--- config.mk ---
export PLATFORM = sky130hd
export DESIGN_NAME = reg_file_sb
export DESIGN_NICKNAME = d
export VERILOG_FILES = /design/src/rtl/reg_file_sb.sv
export SDC_FILE = /design/constraint.sdc
export NUM_CORES = 1
export LEC_CHECK = 0
export ABC_AREA = 1
export ABC_CLOCK_PERIOD_IN_PS = 6960
export BUFFER_PORTS_ARGS = -buffer_cell sky130_fd_sc_hd__buf_2
export CORE_UTILIZATION = 65
export CTS_CLUSTER_DIAMETER = 50
export CTS_CLUSTER_SIZE = 28
export DETAILED_ROUTE_END_ITERATION = 8
export GPL_ROUTABILITY_DRIVEN = 1
export PLACE_DENSITY = 0.95
export SETUP_SLACK_MARGIN = 0.15
export SKIP_CTS_REPAIR_TIMING = 1
export SLEW_MARGIN = 30
export SYNTH_ARGS = -nofsm -noshare
export SYNTH_HDL_FRONTEND = slang
export SYNTH_SLANG_ARGS = --single-unit
--- constraint.sdc ---
create_clock -name CLK -period 6.96 [get_ports CLK]
set_input_delay 1.392 -clock CLK [delete_from_list [all_inputs] [get_ports CLK]]
set_output_delay 1.392 -clock CLK [all_outputs]
set_load 0.01 [all_outputs]
--- src/rtl/reg_file_sb.sv ---
// Parametrised register file with a per-register pending scoreboard for outstanding loads.
// Optional: define REGFILE_BYPASS_EN to forward same-cycle write data onto the read ports.
module reg_file_sb #(
   parameter int DATA_W   = 8,
   parameter int ADDR_W   = 3,
   parameter int ZERO_REG = 0
) (
   input  logic              CLK,
   input  logic              RESET,
   input  logic              WRITE,
   input  logic [DATA_W-1:0] IN,
   input  logic [ADDR_W-1:0] INADDRESS,
   input  logic [ADDR_W-1:0] OUT1ADDRESS,
   input  logic [ADDR_W-1:0] OUT2ADDRESS,
   output logic [DATA_W-1:0] OUT1,
   output logic [DATA_W-1:0] OUT2,
   input  logic              busywait,
   input  logic              RESERVE,
   input  logic [ADDR_W-1:0] RSVADDRESS,
   output logic              HAZARD1,
   output logic              HAZARD2,
   output logic [ADDR_W:0]   PEND_CNT
);

   localparam int DEPTH = 2**ADDR_W;

   logic [DATA_W-1:0] regs_q [DEPTH];
   logic [DEPTH-1:0]  pend_q, pend_d;
   logic [ADDR_W:0]   cnt_q, cnt_d;
   logic              wr_en, rsv_en;

   function automatic logic is_zero_reg(input logic [ADDR_W-1:0] a);
      return (ZERO_REG != 0) && (a == '0);
   endfunction

   function automatic logic [ADDR_W:0] popcount(input logic [DEPTH-1:0] v);
      logic [ADDR_W:0] c;
      c = '0;
      for (int i = 0; i < DEPTH; i++) c = c + {{ADDR_W{1'b0}}, v[i]};
      return c;
   endfunction

   assign wr_en  = WRITE   && !busywait && !RESET && !is_zero_reg(INADDRESS);
   assign rsv_en = RESERVE && !busywait && !RESET && !is_zero_reg(RSVADDRESS);

   // Reserve is applied after the write so a same-edge load to the written register stays pending.
   always_comb begin
      pend_d = pend_q;
      if (wr_en)  pend_d[INADDRESS]  = 1'b0;
      if (rsv_en) pend_d[RSVADDRESS] = 1'b1;
      cnt_d = popcount(pend_d);
   end

   always_ff @(posedge CLK or posedge RESET) begin
      if (RESET) begin
         for (int i = 0; i < DEPTH; i++) regs_q[i] <= '0;
         pend_q <= '0;
         cnt_q  <= '0;
      end else begin
         if (wr_en) regs_q[INADDRESS] <= IN;
         pend_q <= pend_d;
         cnt_q  <= cnt_d;
      end
   end

   always_comb begin
      OUT1    = is_zero_reg(OUT1ADDRESS) ? '0 : regs_q[OUT1ADDRESS];
      OUT2    = is_zero_reg(OUT2ADDRESS) ? '0 : regs_q[OUT2ADDRESS];
      HAZARD1 = pend_q[OUT1ADDRESS];
      HAZARD2 = pend_q[OUT2ADDRESS];
`ifdef REGFILE_BYPASS_EN
      // Forwarded data is current, so only a same-cycle reserve keeps the port hazarded.
      if (wr_en && (INADDRESS == OUT1ADDRESS)) begin
         OUT1    = IN;
         HAZARD1 = rsv_en && (RSVADDRESS == OUT1ADDRESS);
      end
      if (wr_en && (INADDRESS == OUT2ADDRESS)) begin
         OUT2    = IN;
         HAZARD2 = rsv_en && (RSVADDRESS == OUT2ADDRESS);
      end
`endif
   end

   assign PEND_CNT = cnt_q;

endmodule

==> metrics.txt, run 1 <==
status=completed; die footprint=7810 µm²; number of flops mapped to enable cells by yosys=0; sequential area share after synthesis=39.2%; DRC viols=0; area leader, netlist=dfrtp_1; initial core utilization=66.9%; H-Tree Depth=3; overall routing resource usage=between 30% and 40%; power share of the combinational group=35.2%; Die W=88.4 µm; number of global-route vias before repair=4546; asr flop ratio synth=100%; post-synth top area share=about two fifths; Reg area=around 1900 µm²; Area contributors post-synth=dfrtp_1, nand2_1, nand3_1; area post-placement=5010 µm²; DPL Wire Length=8720 µm; Mapped Area=4850 µm²; DRT Pass-1 Iters=5; sequential share of power=41.7%; number of synthesized register bits=76; Worst Path Arrival=about 3200 ps; Worst Setup End Kind=output port; setup tns final=0 ps; Port Buffers=46; final setup fails=0; Lkg Pwr=about 0.0029 µW; worst reg2reg path startpoint=pend_q[0]; crit-path max FO=37; Max Cap Viol=0; Pwr Density=270 nW/µm²; routability congestion estimate=just under 0.9; post-route cell area=roughly 5200 µm²; Required @ worst endpoint=5570 ps; clk_lat worst skew=between 300 and 400 ps; antenna diode instance count=0; total CTS buffers=9; antenna violations before repair=0; HP Class=reg -> reg; Setup crit start=OUT1ADDRESS[0]; clk sinks=76; top-count cell post-synth=nand2_1; final wirelength=about 13000 µm; Post-Synthesis Cells=707; Reg clk slew, reported paths=80 ps; FP Rows=31; worst setup path category=in -> out; syn_area_per_cell=between 6 and 7 µm²; routed vias/inst=between 5 and 6; Clock Path Buffers=2; Worst Max-Slew Pin Slew=784 ps; Clk network pwr share=23.1%; post-layout minimum cycle time=around 4600 ps; largest net degree at the start of global routing=77; switching power=535 µW; Routed Antenna Nets=0; Final Hold Viols=0; Yosys warning count=0; Worst Hold Launch=regs_q[62]; final period utilization=66.2%; grt ovf=0; RSZ-0062 raised after global routing=false; Area growth syn-to-layout=7.30%; final-layout fill cell count=566; max-slew violations=0; die height=just under 90 µm; IO Count=47; VDD IR max=0.216 mV; fin util=a little over 70%; Layout Nets=between 700 and 800; Switching Fraction=38.1%; root buf cell=clkbuf_8; share of cells above drive strength 1=between 10% and 20%; Avg WL per Cell=around 16 µm; Hold Slack=between 400 and 500 ps; Slew HR=47.7%; TritonCTS clock tree=yes; top cells by count, synth=nand2_1, inv_1, nand3_1; Iteration-0 DRC Markers=657; first-pass GRT wire length=21900 µm; Multi-input gate area=~2400 µm²; Fmax achieved=217 MHz; Synthesized Nets=739; count of different cell masters after synthesis=26; routed via count=4848; predominant post-synthesis flop cell=dfrtp_1; skew final=between 6 and 7 ps; internal power=870 µW; core region area=7250 µm²; crit start category=input pin
-- path summary, 6_finish.rpt --
check / end / slack (ps) / cells past startpoint
worst max-delay path: OUT1[7] / 2350 / 8
min in group asynchronous: pend_q[6] / 1240 / 3
worst max register to register: PEND_CNT[1] / 3820 / 11
max in group asynchronous: regs_q[46] / 5250 / 3
worst min-delay path: regs_q[62] / 490 / 2
worst min register to register: regs_q[62] / 490 / 2
-- critical path, cell delays in order --
cell and delay [ps]:
buf_2 590, inv_2 510, nand2_1 160, nand3_1 80, nand2_1 100, nand2_1 60, nand2_1 140, buf_2 150
-- cell usage in the layout (no fill, tap or decap), types with 5 or more instances in the layout --
cell	instances
buf_2	46
clkbuf_8	11
dfrtp_1	76
inv_1	93
inv_2	5
nand2_1	309
nand3_1	83
nor2_1	12
nor2_4	5
o21ai_0	39
o21ai_1	7
o21ai_2	26
-- area by class of cell --
| type | count | area share (%) |
|---|---|---|
| flip-flops and latches | 76 | 36.5 |
| clock buffers | 11 | 2.91 |
| inverters | 101 | 7.43 |
| well taps | 99 | 2.38 |
| multi-input cells | 500 | 45.4 |
| repair buffers | 47 | 4.64 |
| clock inverters | 5 | 0.697 |
-- through the flow --
stage	total power [µW]	worst slack, ps	cells
3_3_place_gp	1040	2200	823
2_1_floorplan	938	2480	707
5_1_grt	1510	2120	839
3_5_place_dp	1080	2100	823
4_1_cts	1400	2430	839
6_report	1400	2350	839
-- logic make-up after synthesis --
logic type | Yosys count | share of synthesized area (%)
and+or+nand+nor | 417 | 36.3
buffers and inverters | 131 | 12.1
DFF | 76 | 39.2
AOI/OAI and AO/OA | 75 | 9.88
adders and majority gates | 7 | 2.42
xor gates and xnor gates | 1 | 0.181
-- layer usage --
layer | part of all wire (%) | GRT usage (%)
met2 | 48 | 59.3
met4 | 3.7 | 18.0
met5 | 0 | 0
met3 | 11 | 8.86
met1 | 37 | 48.0
-- power groups by stage --
| stage | sequential (µW) | combinational (µW) | clock, µW |
|---|---|---|---|
| floorplan | 587 | 351 | 0 |
| global placement | 588 | 453 | 0 |
| detailed placement | 591 | 486 | 0 |
| CTS | 583 | 491 | 323 |
| global route | 595 | 568 | 344 |
| finish | 585 | 495 | 325 |
-- sequential cells by signal (all words and copies together) (netlist names) --
name and cells:
pend_q 8, regs_q 64, PEND_CNT 4
Power figures use the tool's default switching activity.
==> run 2, diff against run 1 <==
ABC_CLOCK_PERIOD_IN_PS = 4800   (was 6960)
CORE_UTILIZATION = 60   (was 65)
PLACE_DENSITY = 0.9   (was 0.95)
clock period = 4.8 ns   (was 6.96 ns; I/O delays follow)
==> run 2 against run 1 <==
Compared with the run above:
- clock-buffer cell count rose by 2
- cell count rose by 0.60%
- critical path depth rose by 8
- register-to-register slack got worse by 2100 ps
- sequential share of layout area barely moved
- global-route usage fell by 3.1 points
- power rose by 42%
- via count fell by 0.66%
- setup slack got worse by 1600 ps
- clock skew fell by 3.0 ps
- cell area barely moved
- largest power group unchanged
==> metrics.txt, run 2 (same netlist as run 1, synthesis figures left out) <==
status=completed (unchanged); number of global-route vias before repair=4762 (was 4546); overall routing resource usage=34.2% (was 37.3%); Worst Setup End Kind=register (was output port); DRC viols=0 (unchanged); share of cells above drive strength 1=14.4% (was 14.5%); Reg with most FFs=regs_q (unchanged); antenna violations before repair=0 (unchanged); Bufs and invs on worst path=6 (was 3); clk sinks=76 (unchanged); DPL Wire Length=8780 µm (was 8720 µm); Final Hold Viols=0 (unchanged); Required @ worst endpoint=5060 ps (was 5570 ps); skew final=3.41 ps (was 6.39 ps); commonest non-fill, non-tap cells in the layout=nand2_1, inv_1, nand3_1 (unchanged); Avg WL per Cell=15.8 µm (was 16.0 µm); routed via count=4816 (was 4848); Die W=91.9 µm (was 88.4 µm); H-Tree Depth=3 (unchanged); post-layout minimum cycle time=4030 ps; initial core utilization=62.5% (was 66.9%); largest net degree at the start of global routing=40 (was 77); total CTS buffers=9 (unchanged); Area growth syn-to-layout=7.37% (was 7.30%); routability congestion estimate=0.892 (was 0.884); Pwr Density=383 nW/µm² (was 270 nW/µm²); FP Rows=32 (was 31); Iteration-0 DRC Markers=545 (was 657); TritonCTS clock tree=yes (unchanged); RSZ-0062 raised after global routing=false (unchanged); fin util=67.1% (was 71.8%); Port Buffers=46 (unchanged); grt ovf=0 (unchanged); crit-path max FO=17 (was 37); crit-path cells=buf_2 > nor2_4 > nand2_8 > inv_8 > nand2_4 > nand2_1 > o21ai_0 > fa_1 > inv_1 > fa_1 > fa_1 > inv_1 > ha_1 > inv_1 > fa_1 > inv_1 (was buf_2 > inv_2 > nand2_1 > nand3_1 > nand2_1 > nand2_1 > nand2_1 > buf_2); max reg flops=64 (unchanged); VDD IR max=0.279 mV (was 0.216 mV); Worst Path Arrival=4290 ps (was 3220 ps); crit start category=input pin (unchanged); crit-path max cell delay=570 ps (was 590 ps); die height=91.9 µm (was 88.4 µm); antenna diode instance count=0 (unchanged); Clock Path Buffers=2 (unchanged); DRT Pass-1 Iters=5 (unchanged); Max Cap Viol=0 (unchanged); Worst path top cell family by delay=adder cells (was buffers and inverters); most common cell after layout, fill and taps aside=nand2_1 (unchanged); Fmax achieved=roughly 250 MHz; Lkg Pwr=0.00290 µW (was 0.00288 µW); die footprint=8450 µm² (was 7810 µm²); Hold Slack=487 ps (was 488 ps); Slew HR=44.4% (was 47.7%); Worst Max-Slew Pin Slew=833 ps (was 784 ps); final setup fails=0 (unchanged); final wirelength=13400 µm (about the same); slowest library cell on the worst path=fa_1 (was buf_2); routed vias/inst=5.71 (was 5.78); Layout Nets=770 (was 767); worst setup path category=in -> reg (was in -> out); max-slew violations=0 (unchanged); first-pass GRT wire length=22500 µm (was 21900 µm); clk_lat worst skew=350 ps (was 360 ps); core region area=7770 µm² (was 7250 µm²); HP Class=reg -> reg (unchanged); IO Count=47 (unchanged); root buf cell=clkbuf_8 (unchanged); Routed Antenna Nets=0 (unchanged); final period utilization=around 84%; final-layout fill cell count=671 (was 566); setup tns final=0 ps (unchanged); Reg clk slew, reported paths=80 ps (about the same)
-- run 2: report_power, final --
group          switching (µW)  internal (µW)  total (µW)
Clock                     237            212         449
Sequential               56.0            788         844
Combinational             450            253         704
-- run 2: worst min-delay path, cell delays in order (launching register included) --
cell,delay (ps)
dfrtp_1,350
nand2_1,60
o21ai_2,50
-- run 2: path summary, 6_finish.rpt --
kind | from | endpoint | slack, ps | cells past startpoint
min in group asynchronous | RESET | regs_q[39] | 800 | 2
max in group asynchronous | RESET | regs_q[22] | 2970 | 3
setup / recovery | busywait | PEND_CNT[1] | 770 | 16
hold / removal | regs_q[28] | regs_q[28] | 490 | 2
hold reg to reg | regs_q[28] | regs_q[28] | 490 | 2
setup reg to reg | pend_q[0] | PEND_CNT[1] | 1710 | 11
-- run 2: per-stage QoR --
stage	std cells	cell area, µm²	power, µW	worst slack (ps)
floorplan	707	4850	1360	748
global placement	829	5040	1510	437
detailed placement	829	5040	1550	400
CTS	844	5210	1990	752
global route	844	5210	2140	577
finish	844	5210	2000	767
-- run 2: layout make-up --
class                           instances  area, µm²  area share [%]
Clock buffer                           13        159            3.05
Clock inverter                          2       10.0           0.192
Inverter                              101        387            7.42
Multi-Input combinational cell        500       2360            45.4
Sequential cell                        76       1900            36.5
Tap cell                              102        128            2.45
Timing Repair Buffer                   50        260            5.00
-- run 2: metal layers --
layer  up-vias  wire (µm)  global-route usage [%]
li1       2242          -                       -
met1      2190       5210                    45.6
met2       331       6140                    52.7
met3        53       1490                    5.22
met4         0        513                    20.4
met5         -          0                       0
